**src/rtl/sdram_pkg.sv**
```systemverilog
// Shared SDRAM definitions: command encodings, write-engine state encoding,
// the A10 address bit and default timing used by the read/write/refresh blocks.
package sdram_pkg;

    localparam logic [3:0] CMD_NOP   = 4'b0111;
    localparam logic [3:0] CMD_ACT   = 4'b0011;
    localparam logic [3:0] CMD_WRITE = 4'b0100;
    localparam logic [3:0] CMD_PRE   = 4'b0010;

    typedef enum logic [4:0] {
        ST_IDLE  = 5'b00001,
        ST_REQ   = 5'b00010,
        ST_ACT   = 5'b00100,
        ST_WRITE = 5'b01000,
        ST_PRE   = 5'b10000
    } wr_state_t;

    localparam int unsigned A10_BIT = 10;

    localparam int unsigned DEF_T_RCD = 2;
    localparam int unsigned DEF_T_WR  = 2;
    localparam int unsigned DEF_T_RP  = 2;

endpackage

```
**src/rtl/sdram_wr_addr_gen.sv**
```systemverilog
// Row/column/beat counters for the SDRAM write engine, with last-beat,
// end-of-row and end-of-job strobes (all qualified by an active beat).
module sdram_wr_addr_gen #(
    parameter int unsigned ROW_W     = 12,
    parameter int unsigned COL_W     = 9,
    parameter int unsigned BURST_LEN = 4,
    parameter int unsigned NUM_ROWS  = 2
) (
    input  logic             clk,
    input  logic             rst_n,
    input  logic             clr,
    input  logic             beat_en,
    output logic [ROW_W-1:0] row,
    output logic [COL_W-1:0] col,
    output logic             beat_first,
    output logic             last_beat,
    output logic             row_end,
    output logic             job_end
);

    localparam int unsigned BEAT_W = (BURST_LEN > 1) ? $clog2(BURST_LEN) : 1;

    logic [BEAT_W-1:0] beat;
    logic [COL_W-1:0]  col_nxt;

    assign col_nxt    = col + COL_W'(BURST_LEN);
    assign beat_first = (beat == '0);
    assign last_beat  = beat_en && (beat == BEAT_W'(BURST_LEN - 1));
    assign row_end    = last_beat && (col_nxt == '0);
    assign job_end    = row_end && (row == ROW_W'(NUM_ROWS - 1));

    // Row advances together with the column wrap so the saved position always
    // points at the next burst to write, whether resuming via ACT or via REQ.
    always_ff @(posedge clk or negedge rst_n) begin
        if (!rst_n) begin
            row  <= '0;
            col  <= '0;
            beat <= '0;
        end else if (clr) begin
            row  <= '0;
            col  <= '0;
            beat <= '0;
        end else if (beat_en) begin
            if (last_beat) begin
                beat <= '0;
                col  <= col_nxt;
                if (row_end && !job_end) begin
                    row <= row + 1'b1;
                end
            end else begin
                beat <= beat + 1'b1;
            end
        end
    end

endmodule

```
**src/rtl/sdram_write_ctrl.sv**
```systemverilog
// SDRAM write engine: ACT/WRITE/PRE sequencing of whole-row jobs from a FWFT FIFO,
// yielding to refresh at burst boundaries. Optional macro SDRAM_WR_PATTERN_EN.
module sdram_write_ctrl
    import sdram_pkg::*;
#(
    parameter int unsigned ROW_W     = 12,
    parameter int unsigned COL_W     = 9,
    parameter int unsigned DATA_W    = 16,
    parameter int unsigned BURST_LEN = 4,
    parameter int unsigned NUM_ROWS  = 2,
    parameter int unsigned T_RCD     = DEF_T_RCD,
    parameter int unsigned T_WR      = DEF_T_WR,
    parameter int unsigned T_RP      = DEF_T_RP,
    parameter int unsigned BANK      = 0
) (
    input  logic              clk,
    input  logic              rst_n,
    input  logic              wr_trig,
    input  logic              wr_en,
    input  logic              ref_req,
    output logic              wr_req,
    output logic              flag_wr_end,
    output logic              wr_busy,
    output logic [3:0]        wr_cmd,
    output logic [ROW_W-1:0]  wr_addr,
    output logic [1:0]        bank_addr,
    input  logic [DATA_W-1:0] wr_din,
    output logic              wr_data_rd,
    output logic [DATA_W-1:0] wr_data
);

    localparam int unsigned TMR_W = $clog2(T_RCD + T_WR + T_RP + 1);

    wr_state_t         state, state_nxt;
    logic [TMR_W-1:0]  timer;
    logic [3:0]        cmd_nxt;
    logic [ROW_W-1:0]  addr_nxt;
    logic              flag_nxt;
    logic              beat_en;
    logic              job_clr;
    logic              ref_lat;
    logic              done_lat;
    logic [DATA_W-1:0] data_src;

    logic [ROW_W-1:0]  row;
    logic [COL_W-1:0]  col;
    logic              beat_first;
    logic              last_beat;
    logic              row_end;
    logic              job_end;

    sdram_wr_addr_gen #(
        .ROW_W     (ROW_W),
        .COL_W     (COL_W),
        .BURST_LEN (BURST_LEN),
        .NUM_ROWS  (NUM_ROWS)
    ) u_addr_gen (
        .clk        (clk),
        .rst_n      (rst_n),
        .clr        (job_clr),
        .beat_en    (beat_en),
        .row        (row),
        .col        (col),
        .beat_first (beat_first),
        .last_beat  (last_beat),
        .row_end    (row_end),
        .job_end    (job_end)
    );

    assign bank_addr = 2'(BANK);
    assign wr_busy   = (state != ST_IDLE);
    assign wr_req    = (state != ST_IDLE);

`ifdef SDRAM_WR_PATTERN_EN
    logic [DATA_W-1:0] pat;
    logic              unused_din;

    assign unused_din = ^wr_din;
    assign wr_data_rd = 1'b0;
    assign data_src   = pat;

    always_ff @(posedge clk or negedge rst_n) begin
        if (!rst_n) begin
            pat <= '0;
        end else if (job_clr) begin
            pat <= DATA_W'(1);
        end else if (beat_en) begin
            pat <= pat + 1'b1;
        end
    end
`else
    // FWFT pop is combinational so the head word is consumed on the same edge
    // that registers it onto wr_data.
    assign wr_data_rd = beat_en;
    assign data_src   = wr_din;
`endif

    always_comb begin
        state_nxt = state;
        cmd_nxt   = CMD_NOP;
        addr_nxt  = '0;
        flag_nxt  = 1'b0;
        beat_en   = 1'b0;
        job_clr   = 1'b0;
        unique case (state)
            ST_IDLE: begin
                if (wr_trig) begin
                    job_clr   = 1'b1;
                    state_nxt = ST_REQ;
                end
            end
            ST_REQ: begin
                if (wr_en) begin
                    state_nxt = ST_ACT;
                end
            end
            ST_ACT: begin
                if (timer == '0) begin
                    cmd_nxt  = CMD_ACT;
                    addr_nxt = row;
                end
                if (timer == TMR_W'(T_RCD - 1)) begin
                    state_nxt = ST_WRITE;
                end
            end
            ST_WRITE: begin
                beat_en = 1'b1;
                if (beat_first) begin
                    cmd_nxt               = CMD_WRITE;
                    addr_nxt[COL_W-1:0]   = col;
                end
                if (last_beat && (ref_req || row_end || job_end)) begin
                    state_nxt = ST_PRE;
                end
            end
            ST_PRE: begin
                // PRE lands T_WR cycles after the last beat; exit leaves T_RP to the next command.
                if (timer == TMR_W'(T_WR - 1)) begin
                    cmd_nxt           = CMD_PRE;
                    addr_nxt[A10_BIT] = 1'b1;
                end
                if (timer == TMR_W'(T_WR + T_RP - 2)) begin
                    if (done_lat) begin
                        flag_nxt  = 1'b1;
                        state_nxt = ST_IDLE;
                    end else if (ref_lat) begin
                        flag_nxt  = 1'b1;
                        state_nxt = ST_REQ;
                    end else begin
                        state_nxt = ST_ACT;
                    end
                end
            end
            default: state_nxt = ST_IDLE;
        endcase
    end

    always_ff @(posedge clk or negedge rst_n) begin
        if (!rst_n) begin
            state       <= ST_IDLE;
            timer       <= '0;
            wr_cmd      <= CMD_NOP;
            wr_addr     <= '0;
            wr_data     <= '0;
            flag_wr_end <= 1'b0;
            ref_lat     <= 1'b0;
            done_lat    <= 1'b0;
        end else begin
            state       <= state_nxt;
            wr_cmd      <= cmd_nxt;
            wr_addr     <= addr_nxt;
            flag_wr_end <= flag_nxt;
            if (state_nxt != state) begin
                timer <= '0;
            end else if (state == ST_ACT || state == ST_PRE) begin
                timer <= timer + 1'b1;
            end
            if (beat_en) begin
                wr_data <= data_src;
            end
            if (job_clr) begin
                ref_lat  <= 1'b0;
                done_lat <= 1'b0;
            end else if (last_beat) begin
                ref_lat  <= ref_req;
                done_lat <= job_end;
            end
        end
    end

endmodule

```
**config.mk**
```make
export PLATFORM = sky130hd
export DESIGN_NAME = sdram_write_ctrl
export DESIGN_NICKNAME = d
export VERILOG_FILES = /design/src/rtl/sdram_pkg.sv /design/src/rtl/sdram_wr_addr_gen.sv /design/src/rtl/sdram_write_ctrl.sv
export SDC_FILE = /design/constraint.sdc
export NUM_CORES = 1
export LEC_CHECK = 0
export CELL_PAD_IN_SITES_DETAIL_PLACEMENT = 0
export CELL_PAD_IN_SITES_GLOBAL_PLACEMENT = 1
export CORE_ASPECT_RATIO = 1.5
export CORE_MARGIN = 5
export CORE_UTILIZATION = 40
export DETAILED_ROUTE_END_ITERATION = 8
export PLACE_DENSITY_LB_ADDON = 0.1
export RECOVER_POWER = 25
export SYNTH_ARGS = -nofsm -noshare
export SYNTH_HDL_FRONTEND = slang
export SYNTH_SLANG_ARGS = --single-unit
```
**constraint.sdc**
```tcl
create_clock -name clk -period 2.9 [get_ports clk]
set_input_delay 0.58 -clock clk [delete_from_list [all_inputs] [get_ports clk]]
set_output_delay 0.58 -clock clk [all_outputs]
set_load 0.01 [all_outputs]
```
# Word-level counts from Yosys, hierarchy flattened
# Index checks and enable logic that the tools add are counted.
# op_classes
n_div	0
shift	0
mul	0
n_reduce_logical	18
order_cmp	0
mux	42
add_sub_neg	4
n_eq_ne	11
bitwise	0
# ops
operator	count
12-bit two-way mux	5
9-bit two-way mux	4
5-bit two-way mux	6
5-bit case mux with 5 select lines	1
9-bit case mux with 2 select lines	1
3-bit two-way mux	5
1-bit two-way mux	14
12-bit by 1-bit adder with 12-bit output (second input constant)	1
12-bit by 1-bit == test with 1-bit output (second input constant)	1
9-bit by 3-bit adder with 9-bit output (second input constant)	1
9-bit logical NOT	1
3-bit case mux with 3 select lines	1
2-bit two-way mux	4
2-bit nonzero test	4
5-bit by 1-bit == test with 1-bit output (second input constant)	1
5-bit by 2-bit == test with 1-bit output (second input constant)	1
5-bit by 3-bit == test with 1-bit output (second input constant)	1
5-bit by 4-bit == test with 1-bit output (second input constant)	1
5-bit == test (second input constant)	1
1-bit logical AND	5
5-bit by 1-bit != test with 1-bit output (second input constant)	1
5-bit != test	1
3-bit by 1-bit adder with 3-bit output (second input constant)	1
3-bit by 1-bit == test with 1-bit output (second input constant)	1
other kinds (10)	12
# totals
register_bits	66
elab_cells	86
input_bits	21
n_memories	0
latch_bits	0
romBits	0
ramBits	0

# Longest topological paths before layout
# depth
ltp_word	11
mapped_depth	9
mapped_depth_nobuf	8

# Cells and area by module
# Synthesis repeated with hierarchy kept, for this count alone.
# unflattened
hier_cells	329
area_unflattened_um2	3159.3
# modules_own_cells
mod	cells_per_inst	n_inst	area_per_inst_um2
sdram_write_ctrl	192	1	1915.6
sdram_wr_addr_gen	137	1	1243.7

# Worst setup path before layout
# Ideal clock, no wire load.
# synth_timing
kind	register -> register
from	register u_addr_gen.col[3]
to	register u_addr_gen.row[8]
stages_incl_launch_ff	9
arrival_ps	2009
n_path_buf	1
path_slack_ps	771
period_less_slack_ps	2129
setup_time_ps	120
path_cell_list	dfrtp_1 > ha_1 > nor3_1 > a41oi_1 > or3b_4 > buf_6 > nor3_1 > a21oi_1 > a31o_2
# synth_between
elab_chain_cells	8
# synth_rtl
item	line	rtl
start, declared	sdram_wr_addr_gen.sv:14	output logic [COL_W-1:0] col,
start signal, assigned	sdram_wr_addr_gen.sv:46	col <= col_nxt;
9-bit by 3-bit adder with 9-bit output *	sdram_wr_addr_gen.sv:26	assign col_nxt = col + COL_W'(BURST_LEN);
9-bit logical NOT *	sdram_wr_addr_gen.sv:29	assign row_end = last_beat && (col_nxt == '0);
1-bit logical AND *	sdram_wr_addr_gen.sv:29	
1-bit logical AND	sdram_wr_addr_gen.sv:30	assign job_end = row_end && (row == ROW_W'(NUM_ROWS - 1));
1-bit logical NOT	sdram_wr_addr_gen.sv:47	if (row_end && !job_end) begin
1-bit logical AND *	sdram_wr_addr_gen.sv:47	
2-bit nonzero test (no source line) *	-	
3-bit AND reduction (no source line) *	-	
end signal, assigned	sdram_wr_addr_gen.sv:48	row <= row + 1'b1;
end, declared	sdram_wr_addr_gen.sv:13	output logic [ROW_W-1:0] row,
# Mark *: on every way between the ends. The rest lies on a longest branch, timed or not.
# A chain may end at the register's enable or synchronous reset.

# Final worst setup path
# layout_timing
from	register state[4]
to	output wr_data_rd
# layout_between
elab_chain_cells	2
# layout_rtl
item	line	rtl
start, declared	sdram_write_ctrl.sv:34	wr_state_t state, state_nxt;
start signal, assigned	sdram_write_ctrl.sv:169	state <= state_nxt;
5-bit by 4-bit == test with 1-bit output	sdram_write_ctrl.sv:105	unique case (state)
1-bit two-way mux	sdram_write_ctrl.sv:105	
end, declared	sdram_write_ctrl.sv:28	output logic wr_data_rd,
# Every way passes these cells.

==> results.json <==
{
  "status": "finished, violations left",
  "violations": "max-capacitance violations, max-slew violations",
  "clk_latency_ns": 0.33,
  "criticalPathCategory": "reg -> out",
  "async_reset_ff_share_pct": 100,
  "grt.busiest_layer": "met2",
  "drtIter0Drc": 110,
  "area_delta_synth_final_pct": 28.5,
  "clk_path_buf_depth": 2,
  "fin_nets": 415,
  "grtUsageMet2_pct": 26.0,
  "numCtsBuffers": 9,
  "grt_pass1_wl_um": 11900,
  "syn_area_per_cell_um2": 9.67,
  "path_clk_slew_ns": 0.05,
  "r2r-start": "u_addr_gen.col[2]",
  "r2r_cells": 7,
  "synth_top_area_share_pct": 46.7,
  "fmax_ghz": 0.374,
  "grt_util_met3_pct": 4.31,
  "htreeDepth": 3,
  "diodes": 0,
  "post-route-util_pct": 53.0,
  "wl_per_cell_um": 14.3,
  "setup_viol": 0,
  "die-width_um": 82.6,
  "numClockSinks": 63,
  "fin_worst_skew_ns": 0.00514,
  "cp-end-kind": "primary output",
  "start_kind": "register",
  "tns_ns": 0,
  "powerDensity_nw_per_um2": 592,
  "ys_top_cells_by_count": "nand2_1, dfrtp_1, nor2_1, inv_1, xnor2_1",
  "rsz0062_at_grt": "false",
  "holdCritPathClass": "in -> async",
  "max_slew_margin_pct": -4.72,
  "synth_flop_cell": "dfrtp_1",
  "synthCells": 327,
  "fin_cells": 491,
  "grt_start_max_net_pins": 30,
  "dpl_cell_area_um2": 3790,
  "cts.repair.resized": 0,
  "grt_pass1_vias": 2501,
  "post_cts_buffers": 0,
  "netlist.top_cell.by_area": "dfrtp_1",
  "io_pins": 59,
  "tightestPinTransition_ns": 1.57,
  "met1_usage_pct": 19.2,
  "wirelength_um": 7000,
  "seq_area_frac_synth_pct": 50.0,
  "antenna_found_initial": 0,
  "hold_ws_ns": 0.277,
  "ant_nets": 0,
  "final_layout_size_suffix_gt1_share_pct": 9.00,
  "remaining_drc_errors": 0,
  "place_ws_ns": 0.561,
  "synth-seq-cells": 63,
  "post-route-period-util_pct": 92.2,
  "synth_edf_count": 0,
  "critPathCapture": "wr_data_rd",
  "cap_violations": 1,
  "start_util_pct": 41.3,
  "place_congestion": 0.860,
  "setup_ws_ns": 0.226,
  "die_h_um": 119,
  "io_buffers": 55,
  "firstDrtPassIters": 4,
  "worstPathArrival_ns": 2.09,
  "syn-cell-area_um2": 3160,
  "synth_area_leaders": "dfrtp_1, nand2_1, ha_1, dfstp_2, nor2_1",
  "post-synth-top-count-cell": "nand2_1",
  "cts_tree": "yes",
  "vias": 2450,
  "cts_hold_buf": 0,
  "timing.rr.end": "u_addr_gen.row[11]",
  "grt.total_usage_pct": 15.9,
  "gr-total-overflow": 0,
  "crit_fanout": 11,
  "worstPathRequired_ns": 2.32,
  "finalPower_mw": 2.40,
  "finalMaxSlewViolations": 30,
  "p_leak_nw": 1.82,
  "reg2reg_setup_slack_ns": 0.58,
  "dpl.hpwl_um": 5140,
  "die-area_um2": 9820,
  "startpoint": "state[4]",
  "dp.cells": 475,
  "num_rows": 39,
  "ctsRootBufferMaster": "clkbuf_16",
  "yosysUniqueCellTypes": 49,
  "viasPerCell": 4.99,
  "yosysWarnings": 0,
  "stdcell_area_um2": 4060,
  "vdd_drop_max_mv": 0.334,
  "core-area_um2": 7660,
  "finalCriticalPeriod_ns": 2.67,
  "hold_viol_final": 0
}
==> flip-flops by register name, summed over array words and instances (netlist names) <==
name	cells
done_lat	1
flag_wr_end	1
ref_lat	1
state	5
timer	3
u_addr_gen.beat	2
u_addr_gen.col	7
u_addr_gen.row	12
wr_addr	12
wr_cmd	3
wr_data	16
==> cells by family (layout without fill, tap and decap cells) <==
logic type	Yosys count	after routing	synth area share [%]
buf+inv	32	92	4.91
fa+ha+maj	10	10	3.96
mux	4	4	1.27
flops	63	63	50.0
xor+xnor	17	17	4.71
compound gates	41	41	8.87
simple gates	159	159	26.1
other cells	1	3	0.119
==> layer usage <==
metal  wire (µm)  vias up
met1        2980     1174
met3         299       12
met2        3580       59
met5           0        -
li1            -     1205
met4         140        0
==> cell usage in the layout, fill, tap and decap left out, types with 5 or more instances in the layout <==
master           instances
xor2_1                   6
inv_1                   14
a22o_1                   8
a21oi_1                  9
nor2_1                  26
clkdlybuf4s50_1         54
and3_1                   6
buf_4                    5
ha_1                    10
nand2_1                 73
clkbuf_1                 5
dfrtp_1                 59
o21ai_0                 10
nand3_1                 10
xnor2_1                 11
clkbuf_16                9
nor3_1                   8
or3_1                    5
==> report_power, final <==
group	total, mW	internal [mW]	switching (mW)	leakage (nW)
Clock	0.989	0.621	0.368	0.136
Sequential	0.974	0.921	0.0528	0.782
Combinational	0.440	0.199	0.241	0.898
==> cell type report <==
type                    count  area [µm²]
fillers                   733        3600
flip-flops and latches     63        1580
multi-input cells         234        1430
repair buffers             62         589
clock buffers              13         260
well taps                 102         128
inverters                  14        52.6
clock inverters             3        17.5
==> critical path: stages (launching register included) <==
cell	delay, ns
dfrtp_1	0.46
nor3_4	0.32
nand2_1	0.29
inv_1	0.14
clkdlybuf4s50_1	0.55
==> worst min-delay path by stage <==
stage / cells after the start / endpoint / slack (ns)
after floorplan: 0 / done_lat / 0.28
after global placement: 2 / wr_data[8] / 0.46
after detailed placement: 2 / wr_data[5] / 0.46
after CTS: 1 / wr_data[13] / 0.13
after global routing: 1 / wr_data[8] / 0.35
final: 1 / wr_data[13] / 0.28
No activity file was read; power rests on OpenSTA's default activity.
